**src/rtl/alu_pkg.sv**
```systemverilog
// alu_pkg: shared opcodes and FIFO entry layout
// for the ALU operand-preparation stage.
`timescale 1ns/1ps
package alu_pkg;

  localparam int OP_W = 3;

  localparam logic [OP_W-1:0] OP_ADD  = 3'd0;
  localparam logic [OP_W-1:0] OP_SUB  = 3'd1;
  localparam logic [OP_W-1:0] OP_NEG  = 3'd2;
  localparam logic [OP_W-1:0] OP_INC  = 3'd3;
  localparam logic [OP_W-1:0] OP_NOT  = 3'd4;
  localparam logic [OP_W-1:0] OP_PASS = 3'd5;

  // Entry layout {op, x, y, cmp, cin}: OP_W, w, w, 1, 1.
  localparam int ENT_CTL_W = 2;

  function automatic int ent_w(input int w);
    return OP_W + 2 * w + ENT_CTL_W;
  endfunction

endpackage

```
**src/rtl/alu_op_decode.sv**
```systemverilog
// alu_op_decode: maps an ALU opcode onto the
// complementer controls and operand routing.
`timescale 1ns/1ps
module alu_op_decode
  import alu_pkg::*;
#(
  parameter int WIDTH = 16
) (
  input  logic [OP_W-1:0]  i_op,
  input  logic [WIDTH-1:0] i_a,
  input  logic [WIDTH-1:0] i_b,
  output logic [OP_W-1:0]  o_op,
  output logic [WIDTH-1:0] o_x,
  output logic [WIDTH-1:0] o_y,
  output logic             o_cmp,
  output logic             o_cin,
  output logic             o_illegal
);

  // Per-opcode routing; unknown codes degrade to PASS.
  always_comb begin
    o_op      = i_op;
    o_x       = i_a;
    o_y       = '0;
    o_cmp     = 1'b0;
    o_cin     = 1'b0;
    o_illegal = 1'b0;
    unique case (1'b1)
      (i_op == OP_ADD): begin
        o_x = i_b;
        o_y = i_a;
      end
      (i_op == OP_SUB): begin
        o_x   = i_b;
        o_y   = i_a;
        o_cmp = 1'b1;
        o_cin = 1'b1;
      end
      (i_op == OP_NEG): begin
        o_cmp = 1'b1;
        o_cin = 1'b1;
      end
      (i_op == OP_INC): begin
        o_cin = 1'b1;
      end
      (i_op == OP_NOT): begin
        o_cmp = 1'b1;
      end
      (i_op == OP_PASS): begin
        o_op = OP_PASS;
      end
      default: begin
        o_op      = OP_PASS;
        o_illegal = 1'b1;
      end
    endcase
  end

endmodule

```
**src/rtl/alu_operand_stage.sv**
```systemverilog
// alu_operand_stage: 2-deep decoded-op FIFO feeding
// the two's-complement unit over valid/ready.
`timescale 1ns/1ps
module alu_operand_stage
  import alu_pkg::*;
#(
  parameter int WIDTH = 16,
  parameter int DEPTH = 2
) (
  input  logic             clk,
  input  logic             rst_n,
  input  logic             in_valid,
  output logic             in_ready,
  input  logic [2:0]       in_op,
  input  logic [WIDTH-1:0] in_a,
  input  logic [WIDTH-1:0] in_b,
  output logic             out_valid,
  input  logic             out_ready,
  output logic [2:0]       out_op,
  output logic [WIDTH-1:0] out_x,
  output logic [WIDTH-1:0] out_y,
  output logic             cmp,
  output logic             cin,
  output logic [7:0]       ill_cnt
);

  localparam int AW = (DEPTH > 1) ? $clog2(DEPTH) : 1;
  localparam int CW = AW + 1;
  localparam logic [CW-1:0] FULL = CW'(DEPTH);

  typedef struct packed {
    logic [OP_W-1:0]  op;
    logic [WIDTH-1:0] x;
    logic [WIDTH-1:0] y;
    logic             cmp;
    logic             cin;
  } ent_t;

  ent_t            r_mem [DEPTH];
  logic [AW-1:0]   r_wr_ptr;
  logic [AW-1:0]   r_rd_ptr;
  logic [CW-1:0]   r_count;
  logic [7:0]      r_ill_cnt;

  ent_t            w_dec;
  ent_t            w_head;
  logic            w_ill;
  logic            w_push;
  logic            w_pop;

  alu_op_decode #(.WIDTH(WIDTH)) u_dec (
    .i_op      (in_op),
    .i_a       (in_a),
    .i_b       (in_b),
    .o_op      (w_dec.op),
    .o_x       (w_dec.x),
    .o_y       (w_dec.y),
    .o_cmp     (w_dec.cmp),
    .o_cin     (w_dec.cin),
    .o_illegal (w_ill)
  );

  assign in_ready  = (r_count != FULL);
  assign out_valid = (r_count != '0);
  assign w_push    = in_valid & in_ready;
  assign w_pop     = out_valid & out_ready;

  // Head comes only from stored state; zeroed when empty.
  assign w_head  = out_valid ? r_mem[r_rd_ptr] : '0;
  assign out_op  = w_head.op;
  assign out_x   = w_head.x;
  assign out_y   = w_head.y;
  assign cmp     = w_head.cmp;
  assign cin     = w_head.cin;
  assign ill_cnt = r_ill_cnt;

  // Entry storage, written with the decoded op at push.
  always_ff @(posedge clk or negedge rst_n) begin
    if (!rst_n) begin
      for (int i = 0; i < DEPTH; i++) begin
        r_mem[i] <= '0;
      end
    end else if (w_push) begin
      r_mem[r_wr_ptr] <= w_dec;
    end
  end

  // Pointers wrap naturally; count tracks occupancy.
  always_ff @(posedge clk or negedge rst_n) begin
    if (!rst_n) begin
      r_wr_ptr <= '0;
      r_rd_ptr <= '0;
      r_count  <= '0;
    end else begin
      if (w_push) begin
        r_wr_ptr <= r_wr_ptr + AW'(1);
      end
      if (w_pop) begin
        r_rd_ptr <= r_rd_ptr + AW'(1);
      end
      if (w_push && !w_pop) begin
        r_count <= r_count + CW'(1);
      end else if (!w_push && w_pop) begin
        r_count <= r_count - CW'(1);
      end
    end
  end

  // Saturating count of accepted illegal opcodes.
  always_ff @(posedge clk or negedge rst_n) begin
    if (!rst_n) begin
      r_ill_cnt <= '0;
    end else if (w_push && w_ill && r_ill_cnt != 8'hFF) begin
      r_ill_cnt <= r_ill_cnt + 8'd1;
    end
  end

endmodule

```
**config.mk**
```make
export PLATFORM = sky130hd
export DESIGN_NAME = alu_operand_stage
export DESIGN_NICKNAME = d
export VERILOG_FILES = /design/src/rtl/alu_pkg.sv /design/src/rtl/alu_op_decode.sv /design/src/rtl/alu_operand_stage.sv
export SDC_FILE = /design/constraint.sdc
export NUM_CORES = 1
export LEC_CHECK = 0
export ABC_CLOCK_PERIOD_IN_PS = 1700
export CAP_MARGIN = 25
export CELL_PAD_IN_SITES_DETAIL_PLACEMENT = 0
export CELL_PAD_IN_SITES_GLOBAL_PLACEMENT = 1
export CORE_ASPECT_RATIO = 0.7
export CORE_MARGIN = 4
export CORE_UTILIZATION = 35
export CTS_CLUSTER_SIZE = 28
export DETAILED_ROUTE_END_ITERATION = 7
export MAX_ROUTING_LAYER = met4
export PLACE_DENSITY_LB_ADDON = 0.1
export RECOVER_POWER = 100
export SLEW_MARGIN = 20
export SYNTH_ARGS = -nofsm -noshare
export SYNTH_HDL_FRONTEND = slang
export SYNTH_SLANG_ARGS = --single-unit
```
**constraint.sdc**
```tcl
create_clock -name clk -period 1.7 [get_ports clk]
set_clock_uncertainty 0.15 [all_clocks]
set_input_delay 0.34 -clock clk [delete_from_list [all_inputs] [get_ports clk]]
set_output_delay 0.34 -clock clk [all_outputs]
set_load 0.01 [all_outputs]
```
Word-level counts from Yosys, hierarchy flattened
Index checks and enable logic that the tools add are counted.

storage, ports and cells
  register bits after elaboration = 86
  bits of input ports = 39
  output and inout bits = 47

operators by class
  reductions and logical operators = 15
  mux-type cells = 15
  add/subtract/negate cells = 5
  equal/unequal tests = 7
  magnitude comparators = 3
  bitwise gates (word level) = 4

operator list
  kind                                                      count
  2-to-1 mux 37 bit                                         5
  bitwise mux 74 bit                                        1
  demux 37 bit (select 1 bit)                               1
  2-to-1 mux 16 bit                                         2
  adder 8 x 1 -> 8 bit, second input constant               1
  != test 8 bit, second input constant                      1
  == test 3 x 2 -> 1 bit, second input constant             2
  == test 3 bit, second input constant                      2
  OR reduction 3 bit                                        2
  OR reduction 6 bit                                        1
  logical AND 1 bit                                         5
  OR reduction 5 bit                                        1
  greater-or-equal comparator 2 bit, second input constant  2
  2-to-1 mux 2 bit                                          2
  NOT 1 -> 2 bit                                            2
  nonzero test 2 bit                                        2
  == test 3 x 1 -> 1 bit, second input constant             1
  zero test 3 bit                                           1
  2-to-1 mux 1 bit                                          3
  2-to-1 mux 3 bit                                          1
  adder 1 bit, second input constant                        2
  adder 2 x 1 -> 2 bit, second input constant               1
  bitwise AND 1 bit                                         2
  zero test 1 bit                                           2
  other kinds (4)                                           4

Longest topological paths before layout
Gate-level depths: netlist (run 1).

  word-level depth = 6
  depth in mapped cells = 7
  mapped depth without buffers = 7

By module
Synthesis (run 1) repeated with hierarchy kept, for this count alone.

unflattened totals
  cells, all modules = 338
  area total of the unflattened synthesis = 4349.2 um^2

by module, submodules not included
  module             area an instance (um^2)  instances  cells each  seq. area each (um^2)
  alu_operand_stage  3930.0                   1          294         2152.1
  alu_op_decode      419.2                    1          44          0.0

Worst setup path after synthesis (run 1)
OpenSTA, ideal clock, no wires.

  path kind = reg2reg
  start = reg r_ill_cnt[0] (netlist: ill_cnt[0])
  end = reg r_ill_cnt[1] (netlist: ill_cnt[1])
  path slack = -0.244 ns
  data arrival time = 1.669 ns
  period minus slack after synthesis = 1.944 ns
  cell stages (with the launch flop) = 5
  setup time = 0.125 ns
  cell sequence = dfrtp_1 -> ha_1 -> and3_1 -> a2111oi_4 -> mux2_2

between the ends
  cells in the longest elaborated chain, start to end = 2
  elaborated cells on any way between the ends = 3
  those cells by class = add/sub: 1; eq/ne: 1; reduce/logical: 1

RTL lines
  what                                                                          line                      source
  start, declared                                                               alu_operand_stage.sv:43   logic [7:0] r_ill_cnt;
  start signal, assigned                                                        alu_operand_stage.sv:114  r_ill_cnt <= r_ill_cnt + 8'd1;
  parallel branches: the longest is 2 deep, another holds adder 8 x 1 -> 8 bit  -

Several ways; the timed one is not identified.
A chain may end at the register's enable or synchronous reset.

Worst setup path after layout (run 1)
  start = reg r_rd_ptr
  end = out cin

between the ends
  cells in the longest elaborated chain, start to end = 5

RTL lines
  what                                                  line                     source
  start, declared                                       alu_operand_stage.sv:41  logic [AW-1:0] r_rd_ptr;
  start signal, assigned                                alu_operand_stage.sv:99  r_rd_ptr <= r_rd_ptr + AW'(1);
  NOT 1 -> 2 bit (implied by the code)                  alu_operand_stage.sv:69  assign w_head = out_valid ? r_mem[r_rd_ptr] : '0;
  2-to-1 mux 37 bit (implied by the code) (3 in a row)  alu_operand_stage.sv:69
  2-to-1 mux 37 bit                                     alu_operand_stage.sv:69
  end, declared                                         alu_operand_stage.sv:23  output logic cin,

Every way passes these cells. The select of a mux whose other input is x is not followed.

==> results of run 1 <==
-- final timing paths --
| kind | cells after the start | end | startpoint |
|---|---|---|---|
| setup / recovery | 6 | cin | r_rd_ptr |
| min in group clk | 2 | r_mem[14] | r_mem[14] |
| setup reg to reg | 7 | r_mem[37] | r_count[1] |
| max in group asynchronous | 3 | r_mem[61] | rst_n |
| hold / removal | 2 | r_mem[31] | rst_n |
| hold reg to reg | 2 | r_mem[14] | r_mem[14] |
-- cells in the final DEF, fill, tap and decap left out, types with 25 or more instances in the layout --
master,synthesis,layout
dfrtp_1,86,85
nand2_4,0,57
o21ai_2,0,55
mux2i_1,54,45
clkdlybuf4s50_1,0,37
buf_2,14,36
nor2_1,42,29
buf_16,0,28
buf_4,1,28
buf_6,0,25
-- final cells by class --
class / count / area [sq um] / share of cell area
Sequential cell: 86 / 2150 / 0.284
Antenna cell: 1 / 2.50 / 0.000330
Clock inverter: 2 / 35.0 / 0.00462
Inverter: 4 / 20.0 / 0.00264
Multi-Input combinational cell: 298 / 2690 / 0.355
Clock buffer: 13 / 240 / 0.0317
Timing Repair Buffer: 188 / 2250 / 0.297
Tap cell: 153 / 191 / 0.0252
-- logic make-up after synthesis --
family | synth area share
adders and majority gates | 0.00620
DFF | 0.533
and+or+nand+nor | 0.156
muxes | 0.142
xor gates and xnor gates | 0.0260
buffers and inverters | 0.0356
AOI/OAI and AO/OA | 0.101
-- sequential cells by signal (all words and copies together) (netlist names) --
register and flops:
ill_cnt 8, r_count 2, r_mem 74, r_rd_ptr 1, r_wr_ptr 1
-- stage by stage --
stage | utilization | setup TNS [ns] | total power [mW] | hold slack (ns)
finish | 0.681 | -16.81 | 14.7 | 0.351
global route | 0.681 | -24.90 | 15.5 | 0.360
CTS | 0.633 | -18.58 | 13.4 | 0.281
detailed placement | 0.483 | -32.09 | 8.30 | 0.102
global placement | 0.483 | -31.01 | 8.20 | 0.0989
floorplan | - | -0.266 | 5.85 | -0.106
-- routing by layer --
layer	vias up	track usage
met3	10	0.0510
met4	0	0.0612
li1	1777	-
met2	93	0.377
met5	-	-
met1	1912	0.340
-- what timing repair did --
| item | 4_1_cts | 5_1_grt |
|---|---|---|
| cloned | 30 | 0 |
| setup buffers | 33 | 5 |
| resized for setup | 406 | 139 |
| endpoints found under the hold margin | 16 | 0 |
| hold buffers | 1 | 0 |
| pin swaps | 90 | 48 |
| setup endpoints to repair | 127 | 121 |
-- power breakdown --
| group | total [mW] | internal [mW] | switching [mW] |
|---|---|---|---|
| clock network | 1.91 | 1.13 | 0.781 |
| logic | 8.94 | 4.88 | 4.06 |
| registers | 3.88 | 2.93 | 0.950 |
-- worst max-delay path: stages, from the launching register on --
cell and delay [ns]:
dfrtp_2 0.44, buf_6 0.15, buf_12 0.13, buf_6 0.11, mux2i_1 0.18, nor2_1 0.07
buf_2 0.14
==> summary.md, run 1 <==
| Metric | Value |
|---|---|
| Final Cell Area | `around 7600 sq um` |
| DR iter-0 viols | `198` |
| Yosys cell types | `30` |
| Most common cell in the netlist | `nand2_1` |
| CTS sink count | `between 80 and 90` |
| Synth Cell Area | `4040 sq um` |
| Total gr overflow | `0` |
| CTS buffer count | `9` |
| First-pass GRT wire length | `24000 um` |
| Clock Tree Buf Depth | `2` |
| Synth cell count leaders | `nand2_1, dfrtp_1, o21ai_0, mux2i_1, nor2_1` |
| Die Width | `136 um` |
| Fillcell total | `between 800 and 900` |
| Status | `finished with violations` |
| Setup Viol. Count Final | `122` |
| Max-slew violations | `0` |
| Minimum clock period | `2.04 ns` |
| Clock slew at reported path FFs | `0.06 ns` |
| Final worst path period share | `1.20` |
| DP Wirelength | `7540 um` |
| Largest net degree at the start of global routing | `39` |
| VDD IR max | `about 0.98 mV` |
| Share of the synthesized area in the top cell type | `0.533` |
| Synthesized flop and latch total | `86` |
| CP Max Fanout | `5` |
| WL/cell | `about 21 um` |
| Placed Area | `5380 sq um` |
| Max Cap Viol | `0` |
| Root buffer cell | `clkbuf_16` |
| CORE AREA | `roughly 11000 sq um` |
| DRT Pass-1 Iters | `4` |
| Routed via count | `3792` |
| Uppermost layer routed | `met4` |
| DR vias/cell | `5.09` |
| Slew @ Worst Pin | `approximately 0.52 ns` |
| Top FF cell, synth | `dfrtp_1` |
| Clk_lat worst skew | `0.34 ns` |
| Worst setup margin | `-0.341 ns` |
| Inst Count DP | `664` |
| Leak | `3.54 nW` |
| Syn avg cell area | `9.73 sq um` |
| Unrepaired setup endpoints after global routing | `true` |
| Critical path class | `reg2out` |
| Sequential area share after synthesis | `0.533` |
| Die Footprint | `13300 sq um` |
| Pre-CTS setup slack | `-0.496 ns` |
| Required time worst endpoint | `around 1.2 ns` |
| Die Span Y | `97.9 um` |
| Cell accounting for the most synthesized area | `dfrtp_1` |
| Hold Violations, Final | `0` |
| Pwr dens | `1940 nW/um^2` |
| Yosys warning total | `0` |
| Element type at the critical path end | `output pin` |
| Fin nets | `628` |
| Synth async-reset ratio | `1.00` |
| DRC viols | `0` |
| Hold Crit Class | `in2async` |
| Synth area leaders | `dfrtp_1, mux2i_1, nand2_1` |
| Post-synth EDFFs | `0` |
| Starting Density | `0.363` |
| Crit path arrival time | `1.55 ns` |
| Post-route ant nets | `0` |
| Setup crit start kind | `register` |
| I/O pin cnt | `86` |
| GPL Wtd Cong | `a little over 0.7` |
| Gr usage total | `0.248` |
| Highest Clock Rate | `490 MHz` |
| Synth-to-Final Area Change | `87.9%` |
| Metal-1 WL | `around 7000 um` |
| Vias in the first global route | `4086` |
| Final Instance Count excl. Fillers | `745` |
| Relative slew margins | `0.651` |
| Core Rows | `32` |
| H-tree lvl count | `3` |
| TritonCTS clock tree | `done` |
| Worst R2R Setup Slack | `-0.23 ns` |
| Share of layout cells above drive strength 1 | `0.552` |
| Met2 WL | `7550 um` |
| Final wirelength | `between 15000 and 20000 um` |
| Failing checks | `negative setup slack` |
| PortBufs | `85` |
| Post-Syn Instances | `415` |
| WL met3 | `769 um` |
| Mapped Nets | `456` |
| Initial antenna violation count | `1` |
Note: power is estimated with default switching activity, not from simulation.
==> inputs of run 2 (changes only) <==
CTS_CLUSTER_DIAMETER = 50   (was unset)
==> results of run 2 <==
Final layout, timing and power as in run 1 (identical DEF).
==> inputs of run 3 (changes only) <==
CTS_CLUSTER_SIZE = unset   (was 28)
==> results of run 3 <==
Final layout, timing and power as in run 1 (identical DEF).
==> variant 1, RTL diff (config.mk and constraints of run 1) <==
Put one more register stage on the output `ill_cnt`, cleared by the reset. The value now appears one clock later. The other outputs are not delayed to match.
--- a/src/rtl/alu_operand_stage.sv
+++ b/src/rtl/alu_operand_stage.sv
@@ -72,7 +72,13 @@
   assign out_y   = w_head.y;
   assign cmp     = w_head.cmp;
   assign cin     = w_head.cin;
-  assign ill_cnt = r_ill_cnt;
+  always_ff @(posedge clk or negedge rst_n) begin
+    if (!rst_n) begin
+      ill_cnt <= '0;
+    end else begin
+      ill_cnt <= r_ill_cnt;
+    end
+  end
 
   // Entry storage, written with the decoded op at push.
   always_ff @(posedge clk or negedge rst_n) begin
Formal check against the unedited RTL: not equivalent (Yosys sat finds a counterexample within 4 cycles, from zero or initial values and one cycle with rst_n low).
==> variant 1 against run 1 <==
- worst setup slack about the same
- cell area is 8.3% lower
- power down 13%
- area after synthesis is 4.9% higher
- the flow still finishes with violations (negative setup slack)
- final cell count shrank 0.27%
- routed wire length down 8.1%
- combinational power shrank 22%
- first-iteration DRC count up 5.1%
- die area is 4.5% higher
- core utilization shrank 9.0 points
- largest power group unchanged
- sequential cell count increased by 8
==> variant 1: results (changes against run 1) <==
outcome:
  status: "finished, violations left"  # unchanged
  violations: "negative setup slack"  # unchanged
worst_hold_path:
  worstHoldPathType: "in2reg"  # was in2async
route:
  wl_met2_um: 6670  # was 7550 um
  wl_met3_um: 557  # was 769 um
  drtIter0Drc: 208  # was 198
  vias_per_cell: 4.98  # was 5.09
  drt-met1-wl_um: 6960  # was 7170 um
  dr.pass1.iters: 5  # was 4
  wire_per_inst_um: 19.3  # was 21.0 um
synth:
  synth.net_count: 464  # was 456
  synth.top_cells.by_area: "dfrtp_1, mux2i_1, nand2_1, o21ai_0, nor2_1"  # unchanged
  yosysSeqAreaShare: 0.556  # was 0.533
  synth-async-reset-ratio: 1.00  # unchanged
placed_design:
  io_buffer_count: 85  # unchanged
  hpwlAfterDp_um: 8200  # was 7540 um
  routabilityCongestion: 0.779  # was 0.726
global_routing:
  grt_antenna_before_repair: 0  # was 1
  grt_pass1_wl_um: 18500  # was 24000 um
  grt_pass1_vias: 3435  # was 4086
  grtUsageTotal: 0.175  # was 0.248
  grt_max_degree: 53  # was 39
pwr:
  ir_drop_mv: 0.789  # was 0.976 mV
  p_leak_nw: 3.25  # was 3.54 nW
  power.switching_mw: 5.02  # was 5.80 mW
timing:
  setup_violations: 122  # unchanged
  layout_setup_ws_ns: -0.341  # about the same
  worst_pin_slew_ns: 0.757  # was 0.524 ns
setup_path:
  max_stage_delay_ns: 0.48  # was 0.44 ns
  r2r_end: "r_mem[36]"  # was r_mem[37]
  reg2reg_from: "r_count[0]"  # was r_count[1]
  path_max_fanout: 6  # was 5
final_layout:
  n_antenna_cell: 0  # was 1
  final_layout_size_suffix_gt1_frac: 0.457  # was 0.552
  fin_nets: 623  # was 628
  fill_cells: 993  # was 834
variant 1: cell type report:
class | count | area, um2 | area share
repair buffers | 173 | 1750 | 0.252
flip-flops and latches | 94 | 2350 | 0.338
multi-input cells | 300 | 2340 | 0.337
well taps | 157 | 196 | 0.0282
clock buffers | 10 | 239 | 0.0344
inverters | 4 | 25.0 | 0.00360
clock inverters | 5 | 42.5 | 0.00612
variant 1: how the worst max path moves through the flow:
stage            startpoint      endpoint  slack, ns  depth (start not counted)
6_report           r_rd_ptr      out_y[0]      -0.34                          5
5_1_grt            r_rd_ptr     out_y[10]      -0.38                          5
4_1_cts            r_rd_ptr      out_y[2]      -0.39                          5
3_5_place_dp       in_op[1]  r_ill_cnt[6]      -0.42                          5
3_3_place_gp       in_valid  r_ill_cnt[1]      -0.40                          5
2_1_floorplan  r_ill_cnt[0]  r_ill_cnt[1]      -0.05                          4
variant 1: logic make-up after synthesis:
logic type	count (synthesis)	share of synthesized area
and+or+nand+nor	150	0.149
DFF	94	0.556
AOI/OAI and AO/OA	76	0.0963
muxes	57	0.136
buffers and inverters	32	0.0331
xor gates and xnor gates	12	0.0248
adders and majority gates	2	0.00591
variant 1: per-layer routing:
metal / up-vias / GRT usage
met1: 1857 / 0.250
met2: 69 / 0.258
met5: - / -
met3: 11 / 0.0371
met4: 0 / 0.0406
li1: 1762 / -
variant 1: power groups by stage:
stage / registers (mW) / logic [mW] / clock network (mW)
finish: 3.96 / 6.94 / 1.94
global route: 4.07 / 7.43 / 2.05
CTS: 3.73 / 5.33 / 1.97
detailed placement: 3.70 / 4.90 / 0
global placement: 3.65 / 4.85 / 0
floorplan: 3.64 / 2.46 / 0
variant 1: critical path: cells and delay by family (launching register included):
kind / cells / cell delay, ns
mux: 1 / 0.18
buf+inv: 3 / 0.43
flops: 1 / 0.48
simple gates: 1 / 0.11
variant 1: metrics by stage:
step	worst slack, ns	cell area (um2)	instances
finish	-0.341	6960	743
global route	-0.378	6960	743
CTS	-0.394	6070	716
detailed placement	-0.420	5600	682
global placement	-0.403	5600	682
floorplan	-0.0535	4250	423
variant 1: timing repair:
item                                   CTS  global route
resized for setup                      193           222
endpoints found under the hold margin   24             0
cloned                                   3            23
buffers inserted                        15             8
hold buffers                             1             0
setup endpoints to repair               84           125
pin swaps                               15            59
==> variant 2, RTL diff (settings of run 1) <==
Made on the original files. `WIDTH` is set to 16 in 2 places; all go to 32.
--- a/src/rtl/alu_op_decode.sv
+++ b/src/rtl/alu_op_decode.sv
@@ -4,7 +4,7 @@
 module alu_op_decode
   import alu_pkg::*;
 #(
-  parameter int WIDTH = 16
+  parameter int WIDTH = 32
 ) (
   input  logic [OP_W-1:0]  i_op,
   input  logic [WIDTH-1:0] i_a,
--- a/src/rtl/alu_operand_stage.sv
+++ b/src/rtl/alu_operand_stage.sv
@@ -4,7 +4,7 @@
 module alu_operand_stage
   import alu_pkg::*;
 #(
-  parameter int WIDTH = 16,
+  parameter int WIDTH = 32,
   parameter int DEPTH = 2
 ) (
   input  logic             clk,
Ports: changed (resized in_a, in_b, out_x and out_y); port bits go from 86 to 150. No check against the original RTL was run, so the function may have changed too.
==> variant 2 against run 1 <==
- the run still ends with negative setup slack left
- cell area grew 62%
- sequential power up 75%
- critical path type unchanged
- first-iteration DRC count up 92%
- routed wire length is 71% higher
- worst setup slack worse by 0.20 ns
- sequential cell count grew 64
- area after synthesis rose by 72%
- register-to-register slack got worse by 0.05 ns
- power up 65%
- largest cell class unchanged
==> variant 2: results (changes against run 1) <==
clock_tree:
  clk_latency_ns: 0.42  # was 0.34 ns
  h-tree-depth: 4  # was 3
  numCtsBuffers: 17  # was 9
outcome:
  violations: "negative setup slack"  # unchanged
  status: "finished, violations left"  # unchanged
placed_design:
  placed_cells: 1128  # was 664
  io_buffer_count: 149  # was 85
  placed_area_um2: 9060  # was 5380 um2
  routabilityCongestion: 0.793  # was 0.726
  hpwlAfterDp_um: 13300  # was 7540 um
synth:
  muxShareOfSynthArea: 0.157  # was 0.142
  netlist_top_cells_count: "nand2_1, dfrtp_1, o21ai_0, mux2i_1, nor2_1"  # unchanged
  synthAdderAreaFrac: 0.00360  # was 0.00620
  yosysSeqAreaShare: 0.540  # was 0.533
  syn_avg_cell_area_um2: 9.65  # was 9.73 um2
  synth.top_cells.by_area: "dfrtp_1, mux2i_1, nand2_1, o21ai_0, nor2_1"  # unchanged
  synth_cell_types: 28  # was 30
  synthXorXnorAreaFrac: 0.0151  # was 0.0260
pwr:
  ir_drop_mv: 0.773  # was 0.976 mV
global_routing:
  grt_pass1_vias: 6574  # was 4086
  grtUsageTotal: 0.228  # was 0.248
  grt_max_degree: 43  # was 39
worst_hold_path:
  worstHoldPathType: "reg2reg"  # was in2async
setup_path:
  r2r_end: "r_mem[87]"  # was r_mem[37]
  path_max_fanout: 7  # was 5
  arrival_ns: 1.75  # was 1.55 ns
  ff2ff_setup_slack_ns: -0.28  # was -0.23 ns
  r2r_cells: 9  # was 7
final_layout:
  fin_nets: 1039  # was 628
  fill_cells: 1478  # was 834
  largest_register_ffs: 138  # was 74
  layout.cells.non_filler: 1244  # was 745
timing:
  layout_setup_ws_ns: -0.539  # was -0.341 ns
  finalSetupTns_ns: -53.85  # was -16.81 ns
  setup_violations: 215  # was 122
route:
  drtIter0Drc: 380  # was 198
-- variant 2: changes by cell type in the layout (fill, tap and decap cells not counted), sizes merged, moves of 4 or more --
cell / delta
nand2: +77
dfrtp: +64
o21ai: +64
mux2i: +48
buf: +36
clkdlybuf4s50: +31
nor2: +30
clkbuf: +22
clkinv: +5
dlygate4sd2: +4
nand3: +4
-- variant 2: critical path, stage by stage (launching register included) --
cell	delay (ns)
dfrtp_4	0.57
clkbuf_16	0.20
buf_4	0.15
mux2i_4	0.19
nor2_2	0.09
buf_2	0.13
-- variant 2: final cells by class --
cell class              count  area (um2)  share of cell area
clock inverters            12         154              0.0125
clock buffers              20         447              0.0363
flip-flops and latches    150        3760               0.305
repair buffers            274        3250               0.264
diodes                      1        2.50            0.000203
multi-input cells         521        4370               0.354
inverters                   2        10.0            0.000812
well taps                 264         330              0.0268
-- variant 2: per-layer routing --
metal  GRT usage  part of all wire  up-vias
met3      0.0458             0.051       29
li1            -                 -     2953
met2       0.354              0.49      162
met1       0.311              0.44     3277
met5           -                 0        -
met4      0.0528             0.013        0
-- variant 2: cell families (layout without fill, tap and decap cells) --
logic type,after synthesis,in the layout
xor gates and xnor gates,12,12
adders and majority gates,2,2
and+or+nand+nor,259,262
muxes,108,108
buffers and inverters,53,308
AOI/OAI and AO/OA,137,137
DFF,150,150
other,0,1
-- variant 2: what timing repair did --
item,in CTS,in global routing
hold buffers,1,0
gates resized for setup,368,487
buffers inserted,31,26
pin swaps,32,136
hold endpoints to repair,88,0
gates cloned,34,10
endpoints found under the setup margin,209,221
-- variant 2: power by group --
group          total [mW]  switching (mW)  leakage (nW)  internal [mW]
Sequential           6.79            1.68          1.93           5.11
Clock                3.91            1.57         0.286           2.35
Combinational        13.6            6.38          3.53           7.20
